===== config.mk =====
export PLATFORM = sky130hd
export DESIGN_NAME = decoder_host
export DESIGN_NICKNAME = d
export VERILOG_FILES = /design/src/rtl/decoder_host.sv
export SDC_FILE = /design/constraint.sdc
export NUM_CORES = 1
export LEC_CHECK = 0
export BUFFER_PORTS_ARGS = -buffer_cell sky130_fd_sc_hd__buf_2
export CORE_MARGIN = 3
export CORE_UTILIZATION = 55
export CTS_CLUSTER_DIAMETER = 100
export DETAILED_ROUTE_END_ITERATION = 10
export PLACE_DENSITY = 0.87
export SKIP_CTS_REPAIR_TIMING = 1
export SLEW_MARGIN = 0
export SYNTH_ARGS = -nofsm -noshare
export SYNTH_HDL_FRONTEND = slang
export SYNTH_SLANG_ARGS = --single-unit

===== constraint.sdc =====
create_clock -name clk -period 6.1 [get_ports clk]
set_input_delay 1.22 -clock clk [delete_from_list [all_inputs] [get_ports clk]]
set_output_delay 1.22 -clock clk [all_outputs]
set_load 0.01 [all_outputs]

===== src/rtl/decoder_host.sv =====
// Host-side wrapper for an LDPC-style decoder: streams an LLR vector to the decoder
// in beats, then collects the decoded codeword back and flags receive timeouts.
module decoder_host #(
  parameter int WIDTH_IN  = 8,
  parameter int N_LLRS    = 4,
  parameter int WIDTH_OUT = 8,
  parameter int N_V       = 31,
  parameter int TIMEOUT   = 64
) (
  input  logic                         clk,
  input  logic                         rst,
  input  logic                         start,
  input  logic [WIDTH_IN*N_V-1:0]      llr_in,
  input  logic                         hold,
  output logic                         ready,
  output logic [N_V-1:0]               cw,
  output logic                         cw_valid,
  output logic                         error,
  output logic [N_LLRS*WIDTH_IN-1:0]   dec_databus,
  output logic                         dec_first_data,
  output logic                         dec_data_valid,
  input  logic                         dec_busy,
  input  logic                         dec_out_ready,
  output logic                         dec_first_data_out,
  input  logic [WIDTH_OUT-1:0]         dec_databus_out,
  input  logic                         dec_data_valid_out,
  output logic [2:0]                   dbg_state_o
);

  localparam int LLR_CHUNK       = N_LLRS * WIDTH_IN;
  localparam int VEC_W           = WIDTH_IN * N_V;
  localparam int L_SEG           = (N_V - 1) / N_LLRS;
  localparam int FIRST_CHUNK     = ((N_V - 1) % N_LLRS + 1) * WIDTH_IN;
  localparam int L_SEG_OUT       = (N_V - 1) / WIDTH_OUT;
  localparam int FIRST_CHUNK_OUT = (N_V - 1) % WIDTH_OUT + 1;
  // Shift register carries one spare chunk of zeros so every slice stays in range.
  localparam int SR_W            = VEC_W + LLR_CHUNK;

  // Handshake: a beat transfers in any cycle where dec_data_valid=1; there is no
  // backpressure on a beat once driven -- the host gates beats with dec_busy/hold.
  typedef enum logic [2:0] {
    S_IDLE, S_SEND_F, S_SEND, S_WAIT_RDY, S_RECV, S_DONE, S_ERR
  } state_t;

  state_t            state_q, state_d;
  logic [SR_W-1:0]   sr_q, sr_d;
  logic [7:0]        cnt_q, cnt_d;
  logic [7:0]        tmo_q, tmo_d;
  logic [N_V-1:0]    asm_q, asm_d;
  logic [N_V-1:0]    cw_q, cw_d;
  logic              cw_valid_q, cw_valid_d;
  logic              error_q, error_d;

  always_ff @(posedge clk or negedge rst) begin
    if (!rst) begin
      state_q    <= S_IDLE;
      sr_q       <= '0;
      cnt_q      <= '0;
      tmo_q      <= '0;
      asm_q      <= '0;
      cw_q       <= '0;
      cw_valid_q <= 1'b0;
      error_q    <= 1'b0;
    end else begin
      state_q    <= state_d;
      sr_q       <= sr_d;
      cnt_q      <= cnt_d;
      tmo_q      <= tmo_d;
      asm_q      <= asm_d;
      cw_q       <= cw_d;
      cw_valid_q <= cw_valid_d;
      error_q    <= error_d;
    end
  end

  always_comb begin
    state_d            = state_q;
    sr_d               = sr_q;
    cnt_d              = cnt_q;
    tmo_d              = tmo_q;
    asm_d              = asm_q;
    cw_d               = cw_q;
    cw_valid_d         = 1'b0;
    error_d            = error_q;
    ready              = 1'b0;
    dec_databus        = '0;
    dec_first_data     = 1'b0;
    dec_data_valid     = 1'b0;
    dec_first_data_out = 1'b0;

    case (state_q)
      S_IDLE: begin
        ready = 1'b1;
        if (start) begin
          sr_d    = {llr_in, {LLR_CHUNK{1'b0}}};
          error_d = 1'b0;
          cnt_d   = '0;
          state_d = S_SEND_F;
        end
      end
      S_SEND_F: begin
        if (!dec_busy) begin
          dec_first_data = 1'b1;
          dec_data_valid = 1'b1;
          dec_databus    = LLR_CHUNK'(sr_q[SR_W-1 -: FIRST_CHUNK]);
          sr_d           = sr_q << FIRST_CHUNK;
          state_d        = (L_SEG == 0) ? S_WAIT_RDY : S_SEND;
        end
      end
      S_SEND: begin
        if (!hold) begin
          dec_data_valid = 1'b1;
          dec_databus    = sr_q[SR_W-1 -: LLR_CHUNK];
          sr_d           = sr_q << LLR_CHUNK;
          cnt_d          = cnt_q + 8'd1;
          if (cnt_q == 8'(L_SEG - 1)) state_d = S_WAIT_RDY;
        end
      end
      S_WAIT_RDY: begin
        dec_first_data_out = dec_out_ready;
        if (dec_out_ready) begin
          tmo_d   = '0;
          cnt_d   = '0;
          state_d = S_RECV;
        end
      end
      S_RECV: begin
        if (dec_data_valid_out) begin
          tmo_d = '0;
          cnt_d = cnt_q + 8'd1;
          // First beat carries the short top chunk in its low bits; the rest is padding.
          if (cnt_q == 8'd0) asm_d = N_V'(dec_databus_out[FIRST_CHUNK_OUT-1:0]);
          else               asm_d = (asm_q << WIDTH_OUT) | N_V'(dec_databus_out);
          if (cnt_q == 8'(L_SEG_OUT)) state_d = S_DONE;
        end else begin
          tmo_d = tmo_q + 8'd1;
          if (tmo_q == 8'(TIMEOUT - 1)) state_d = S_ERR;
        end
      end
      S_DONE: begin
        cw_d       = asm_q;
        cw_valid_d = 1'b1;
        state_d    = S_IDLE;
      end
      S_ERR: begin
        error_d = 1'b1;
        state_d = S_IDLE;
      end
      default: state_d = S_IDLE;
    endcase
  end

  assign cw          = cw_q;
  assign cw_valid    = cw_valid_q;
  assign error       = error_q;
  assign dbg_state_o = state_q;

endmodule


Word level (Yosys, flattened, before mapping)
Index checks and enable logic that the tools add are counted.
{ "totals": {"reg_bits": 363, "latchBits": 0, "ram_bits": 0, "mem_bits_ro": 0, "n_memories": 0} }
{ "classes": {"addsub": 2, "multipliers": 0, "div": 0, "n_lt_le_gt_ge": 0, "eq_ne": 17, "n_shift": 0, "muxes": 33, "bitwise": 1, "n_reduce_logical": 12} }
{ "ops": {"columns": ["cell", "count"], "rows": [
  ["$mux 280", 3],
  ["$pmux 280 s3", 1],
  ["$pmux 32 s2", 1],
  ["$mux 8", 5],
  ["$mux 32", 1],
  ["$pmux 8 s4", 1],
  ["$mux 31", 1],
  ["$or 31x8->31", 1],
  ["$mux 24", 1],
  ["$mux 3", 8],
  ["$add 8x1->8 const B", 2],
  ["$pmux 8 s2", 1],
  ["$pmux 3 s5", 1],
  ["$ne 2x2->1 const B", 6],
  ["$eq 3x3->1 const B", 3],
  ["$eq 8x2->1 const B", 1],
  ["$eq 8x3->1 const B", 1],
  ["$eq 8x6->1 const B", 1],
  ["$logic_not 8->1", 1],
  ["$mux 1", 7],
  ["$reduce_and 7->1", 1],
  ["$eq 3x2->1 const B", 2],
  ["$ne 3x3->1 const B", 2],
  ["$reduce_and 2->1", 3],
  ["other kinds (8)", 10]
]} }

Longest topological paths before layout
Gate-level depths: netlist (run 1).
{ "depth": {"word_depth": 4, "mapped_depth": 8, "mapped_depth_nobuf": 5} }

Least setup slack after synthesis (run 1)
No wires, ideal clock.
{ "synth_timing": {"path_type": "input port to output port", "startpoint": "in hold", "endpoint": "out dec_databus[10]", "t_arrival_ps": 2038, "required_time_ps": 4880, "path_slack_ps": 2842, "stages": 4, "path_buffers": 2, "path_cell_list": "clkbuf_1 > nor2_2 > buf_2 > a22o_1"} }
{ "synth_via": {"elab_chain_cells": 2} }
{ "synth_lines": {"columns": ["item", "line", "text"], "rows": [
  ["start, declared", "14", "input logic hold,"],
  ["$mux 32", "111", "if (!hold) begin"],
  ["$pmux 32 s2", "91", "case (state_q)"],
  ["end, declared", "19", "output logic [N_LLRS*WIDTH_IN-1:0] dec_databus,"]
]} }
Every way passes these cells.

Worst setup path after layout (run 1)
{ "layout_timing": {"startpoint": "reg state_q[1] (netlist: dbg_state_o[1])", "endpoint": "out dec_databus[20]"} }
{ "layout_via": {"elab_chain_cells": 2} }
{ "layout_lines": {"columns": ["item", "line", "text"], "rows": [
  ["start, declared", "45", "state_t state_q, state_d;"],
  ["start signal, assigned", "65", "state_q <= state_d;"],
  ["$eq 3x2->1 / $eq 3x1->1 (equally long branches)", "91", null],
  ["$pmux 32 s2 *", "91", null]
]} }
Mark *: on every way between the ends. The rest lies on a longest branch, timed or not.

==> summary.md, run 1 <==
| Metric | Value |
|---|---|
| Run status | completed |
| Initial core utilization | 56.06% |
| Post-route setup slack | roughly 1.6 ns |
| Total of max-cap violations | 0 |
| Die span in y | ~180 microns |
| Die ar. | ~33000 sq um |
| Post-DP Area | around 19000 sq um |
| Number of synthesized flops with an enable pin | 0 |
| Via count of the first global-routing pass | 14275 |
| Skew-Pair Late Insertion Delay | between 0.5 and 0.6 ns |
| Detail Placement HPWL | 35.06 mm |
| Final weighted congestion in routability-driven placement | approximately 0.96 |
| Switching Fraction | a little over two fifths |
| Leakage power summed over all cells | approximately 0.010 uW |
| Final #Nets | 2153 |
| Yosys warnings | 0 |
| Largest net degree at the start of global routing | around 230 |
| Final routed DRC violation total | 0 |
| Root buffer cell | clkbuf_16 |
| Internal power component | 6962 uW |
| Maximum clock skew at final layout | about 0.016 ns |
| Final critical-path share of the clock period | 74.39% |
| Share of Yosys cell area claimed by the top area cell type | around half |
| Global-route wire length before repair | a little under 80 mm |
| TritonCTS sink count | roughly 330 |
| Top cell type by total area after synthesis | dfrtp_1 |
| Commonest cells post-synth | dfrtp_1 (331), inv_1 (247), mux2i_1 (246) |
| Gate count of the mapped netlist | about 1600 |
| Share of synthesized flip-flops with an asynchronous set or reset | between 90% and 100% |
| Arrival time of data at the critical path endpoint | ~3.3 ns |
| Total power | 12150 uW |
| Synthesized netlist net count | about 1900 |
| Sequential Power Share | a little under a third |
| Number of synthesized register bits | around 330 |
| Grt total ovfl | 0 |
| Slew HR | a little under a fifth |
| Horiz. Die Dim | ~180 microns |
| Maximum ir drop on the vdd rail | between 400 and 500 uV |
| Cell with the most instances after synthesis | dfrtp_1 |
| Setup WS pre-CTS | between 2 and 2.5 ns |
| H-Tree Level Count | 2 |
| Setup-failing EPs final | 0 |
| Post-synthesis cell area | about 17000 sq um |
| Power per cell area | a little over 600 nW/um^2 |
| Required time of the worst setup path | 4.88 ns |
| Detailed-routing iteration count for the pre-antenna-repair pass | 5 |
| Std-Cell Rows | 64 |
| Port buffer count | 334 |
| Post-layout instance area | 19900 sq um |
| TritonCTS clock tree | done |
| Unrepaired setup endpoints after global routing | no |
| Most used flip-flop cell after synthesis | dfrtp_1 |
| Number of I/O pins | between 300 and 400 |
| Critical-path maximum fanout | 56 |
| Element type at the critical path end | output pin |
| Total area of multi-input combinational cells | 7127 sq um |
| Number of vias per cell | 6.092 |
| Avg Synthesized Cell Area | between 10 and 15 sq um |
| Worst Hold Class | register to register |
| DR WL/cell | ~22 microns |
| Synthesis-to-finish area growth | 15.73% |
| Final standard cell count with taps included and fillers excluded | 2320 |
| Peak clock frequency supported by timing | between 200 and 250 MHz |
| Switching power of the nets | 5188 uW |
| Final max-slew violation count | 0 |
| Part of the total power dissipated in combinational logic | approximately half |
| CTS max path bufs | 3 |
| Most area-consuming cells after synthesis | dfrtp_1 (48%), mux2i_1 (14%), a221oi_1 (9.6%) |
| Overall track demand over capacity in global routing | approximately 29% |
| Post-route minimum period | 4.538 ns |
| Setup Total Neg Slack | 0 ns |
| Seq. cell area | between 8000 and 9000 sq um |
| Number of distinct library cells after synthesis | between 50 and 60 |
| Layout cell share with drive strength beyond 1 | 24.50% |
| Flop2flop setup slack | 2.07 ns |
| Antenna violations before repair | 20 |
| Clock slew seen by the registers of the worst setup and hold paths | around 0.050 ns |
| Core region area | 30670 sq um |
| Total clock buffers created by CTS | 37 |
| Final Routed Wirelength | 50.34 mm |
| Worst Setup Path Type | register to output pin |
| Startpoint type of the worst setup path | register |
| Antenna viol nets, final | 0 |
| Filler Cells Inserted | roughly 2400 |
| Portion of the post-synthesis area used by sequential elements | 48.17% |
| Clock Power Share | 17.7% |
| Worst-margin pin slew | ~1.2 ns |
| Number of endpoints with negative hold slack in the final report | 0 |
| DRC marker count from the first detailed-route iteration | roughly 1500 |
| Count of placed standard cells including taps | 2243 |
| Total number of vias | between 10000 and 15000 |
## per-stage QoR
stage,hold slack (ns),utilization (%)
floorplan,0.4517,-
global placement,0.4713,60.99
detailed placement,0.4762,60.99
CTS,0.4834,64.76
global route,0.4992,64.87
finish,0.4787,64.88
## path summary, 6_finish.rpt
| kind | from | to | cells past startpoint |
|---|---|---|---|
| min | cnt_q[7] | cnt_q[7] | 1 |
| min reg2reg | cnt_q[7] | cnt_q[7] | 1 |
| max reg2reg | dbg_state_o[0] | sr_q[161] | 6 |
| max | dbg_state_o[1] | dec_databus[20] | 4 |
| min in group asynchronous | rst | sr_q[42] | 1 |
| max in group asynchronous | rst | sr_q[165] | 2 |
## state kept, by name, indices dropped and copies added (netlist names)
signal       count
asm_q           31
cw              31
cw_valid         1
error            1
dbg_state_o      3
tmo_q            8
sr_q           248
cnt_q            8
## power by group through the flow
| stage | logic [uW] | registers, uW | clock network, uW |
|---|---|---|---|
| global placement | 5910 | 3790 | 0 |
| global route | 6660 | 3930 | 2270 |
| detailed placement | 6080 | 3850 | 0 |
| finish | 6150 | 3840 | 2150 |
| CTS | 6110 | 3820 | 2180 |
| floorplan | 5170 | 3610 | 0 |
## kinds of logic after synthesis
kind of cell	synth area share, %
compound gates	16.25
xor+xnor	0.05095
fa+ha+maj	0.2911
buf+inv	10.54
flops	48.17
mux	17.40
simple gates	7.299
## cells in the final DEF (no fill, tap or decap), types with 25 or more instances in the layout
cell       instances
clkbuf_16         37
mux2i_1          246
inv_1            247
a21oi_1           25
nor2_1           206
buf_2            333
a22o_1            74
nand2_1           36
mux2_2            37
dfrtp_1          331
a221oi_1         189
## layout make-up
type / instances / area share [%]
flip-flops and latches: 331 / 41.63
multi-input cells: 918 / 35.82
repair buffers: 351 / 9.407
clock buffers: 55 / 5.446
inverters: 247 / 4.660
well taps: 396 / 2.490
clock inverters: 8 / 0.3773
diodes: 14 / 0.1761
## metal layers
| layer | up-vias | track usage, % | part of all wire, % |
|---|---|---|---|
| li1 | 6290 | - | - |
| met1 | 6986 | 36.78 | 38 |
| met2 | 695 | 48.65 | 49 |
| met3 | 150 | 5.851 | 8.1 |
| met4 | 12 | 13.52 | 4.7 |
| met5 | - | 0 | 0.15 |
## critical path, stage by stage (launching register included)
cell     delay, ns
dfrtp_1       0.71
or3b_4        0.72
nor2_2        0.91
a22o_1        0.28
buf_2         0.14
Power figures use the tool's default switching activity.
==> run 2: changes to the inputs <==
==> constraint.sdc (replaced) <==
create_clock -name clk -period 4.2 [get_ports clk]
set_input_delay 0.84 -clock clk [delete_from_list [all_inputs] [get_ports clk]]
set_output_delay 0.84 -clock clk [all_outputs]
set_load 0.01 [all_outputs]
==> run 2 against run 1 <==
  * Combinational power rose by 47%
  * Worst setup slack worse by 0.93 ns
  * Critical path type unchanged
  * Die area unchanged
  * Highest routed layer unchanged
==> summary.md, run 2 (synthesis gave the netlist of run 1 again) <==
| Metric | Value |
|---|---|
| CTS max path bufs | 3 (unchanged) |
| Final routed DRC violation total | 0 (unchanged) |
| Detail Placement HPWL | 34.78 mm (was 35.06 mm) |
| Seq. cell area | 8283 sq um (unchanged) |
| Maximum ir drop on the vdd rail | 775.9 uV (was 462.2 uV) |
| Power per cell area | 889.0 nW/um^2 (was 610.6 nW/um^2) |
| Worst Hold Class | primary input to async pin (was register to register) |
| Layout cell share with drive strength beyond 1 | 24.52% (was 24.50%) |
| Post-DP Area | 18780 sq um (was 18700 sq um) |
| Via count of the first global-routing pass | 14189 (was 14275) |
| Flip-flop count of the largest register after layout | 248 (unchanged) |
| Arrival time of data at the critical path endpoint | 2.73 ns (was 3.32 ns) |
| Final Routed Wirelength | 50.30 mm (was 50.34 mm) |
| Global-route wire length before repair | 76.98 mm (was 77.53 mm) |
| Post-layout instance area | 19970 sq um (was 19900 sq um) |
| TritonCTS clock tree | done (unchanged) |
| DR WL/cell | 21.74 microns (was 21.70 microns) |
| Total clock buffers created by CTS | 37 (unchanged) |
| Horiz. Die Dim | 182.8 microns (unchanged) |
| Final standard cell count with taps included and fillers excluded | 2314 (was 2320) |
| Critical Path Max Stage Delay | 0.70 ns (was 0.91 ns) |
| Maximum clock skew at final layout | 0.01435 ns (was 0.01598 ns) |
| Skew-Pair Late Insertion Delay | 0.52 ns (was 0.51 ns) |
| Post-layout util | 65.11% (was 64.88%) |
| Setup-failing EPs final | 0 (unchanged) |
| Post-route minimum period | between 3 and 4 ns |
| Met2 track utilization from global routing | 49.30% (was 48.65%) |
| Count of placed standard cells including taps | 2247 (was 2243) |
| Setup Total Neg Slack | 0 ns (unchanged) |
| Final weighted congestion in routability-driven placement | 0.9062 (was 0.9593) |
| Required time of the worst setup path | 3.36 ns (was 4.88 ns) |
| Commonest non-fill, non-tap cell in the layout | buf_2 (unchanged) |
| Critical-path maximum fanout | 20 (was 56) |
| Total of max-cap violations | 0 (unchanged) |
| Startpoint type of the worst setup path | register (unchanged) |
| Number of vias per cell | 6.099 (was 6.092) |
| Commonest cells after routing, fill and taps aside | buf_2 (333), dfrtp_1 (331), inv_1 (247), mux2i_1 (246), nor2_1 (206) (unchanged) |
| Antenna violations before repair | 12 (was 20) |
| H-Tree Level Count | 2 (unchanged) |
| Busiest grt layer | met2 (unchanged) |
| Worst-margin pin slew | 1.260 ns (was 1.224 ns) |
| Final critical-path share of the clock period | 84.88% |
| Synthesis-to-finish area growth | 16.14% (was 15.73%) |
| Worst Setup Path Type | register to output pin (unchanged) |
| Initial core utilization | 56.06% (unchanged) |
| Filler Cells Inserted | 2388 (was 2367) |
| Largest Register | sr_q (unchanged) |
| Leakage power summed over all cells | 0.01040 uW (was 0.01035 uW) |
| Antenna viol nets, final | 0 (unchanged) |
| Std-Cell Rows | 64 (unchanged) |
| Root buffer cell | clkbuf_16 (unchanged) |
| Total area of multi-input combinational cells | 7127 sq um (unchanged) |
| Clock slew seen by the registers of the worst setup and hold paths | 0.06 ns (was 0.05 ns) |
| Grt total ovfl | 0 (unchanged) |
| Detailed-routing iteration count for the pre-antenna-repair pass | 5 (unchanged) |
| Grt met3 use | 5.692% (was 5.851%) |
| Total number of vias | 14113 (was 14133) |
| Number of endpoints with negative hold slack in the final report | 0 (unchanged) |
| Core region area | 30670 sq um (unchanged) |
| Final #Nets | 2157 (was 2153) |
| Largest net degree at the start of global routing | 225 (was 226) |
| Cell with the largest stage delay on the worst path | dfrtp_1 (was nor2_2) |
| Unrepaired setup endpoints after global routing | no (unchanged) |
| Port buffer count | 334 (unchanged) |
| Overall track demand over capacity in global routing | 28.97% (was 29.13%) |
| CP Cell Sequence | or3b_4 > nor2_2 > buf_4 > a22o_1 > buf_2 (was or3b_4 > nor2_2 > a22o_1 > buf_2) |
| TritonCTS sink count | 331 (unchanged) |
| Element type at the critical path end | output pin (unchanged) |
| Run status | completed (unchanged) |
| Post-route setup slack | 0.6348 ns (was 1.562 ns) |
| Setup WS pre-CTS | 1.207 ns (was 2.130 ns) |
| Slew HR | 16.02% (was 18.16%) |
| Met1 track demand over resource | 36.85% (was 36.78%) |
| Die ar. | 33420 sq um (unchanged) |
| Die span in y | 182.8 microns (unchanged) |
| Peak clock frequency supported by timing | 280.5 MHz |
| DRC marker count from the first detailed-route iteration | 1450 (was 1526) |
| Final max-slew violation count | 0 (unchanged) |
| Number of I/O pins | 335 (unchanged) |
## run 2: path summary, 6_finish.rpt
check,from,end,slack (ns),depth (start not counted)
min in group clk,cnt_q[7],cnt_q[7],0.48,1
setup / recovery,dbg_state_o[1],dec_databus[12],0.63,5
max in group asynchronous,rst,sr_q[178],2.98,2
hold / removal,rst,sr_q[39],0.29,1
hold reg to reg,cnt_q[7],cnt_q[7],0.48,1
setup reg to reg,dbg_state_o[2],dbg_state_o[0],1.26,5
## run 2: stage by stage
step,total power (uW),hold WS [ns]
after floorplan,12750,0.4517
after CTS,17710,0.3060
after detailed placement,14490,0.4713
final,17750,0.2915
after global routing,18790,0.3299
after global placement,14120,0.4668
## run 2: layout make-up
class	count	area share [%]
antenna	5	0.06266
timing repair buffer	355	9.774
multi-input combinational	918	35.69
tap	396	2.481
clock buffer	53	5.244
inverter	247	4.643
clock inverter	9	0.6266
sequential	331	41.48
## run 2: per-layer routing
layer  share of wire (%)  up-vias
li1                    -     6279
met1                  38     6949
met2                  50      729
met3                 8.4      142
met4                 4.2       14
met5                0.16        -
## run 2: worst max-delay path, delay by kind of cell, from the launching register on
family | cells | cell delay [ns]
compound gates | 1 | 0.17
simple gates | 2 | 0.92
flops | 1 | 0.70
buf+inv | 2 | 0.43
## run 2: report_power, final
part | leakage, uW | switching (uW) | internal [uW]
Sequential | 0.00416 | 935 | 4620
Combinational | 0.00566 | 5350 | 3670
Clock | 0.000575 | 1300 | 1870
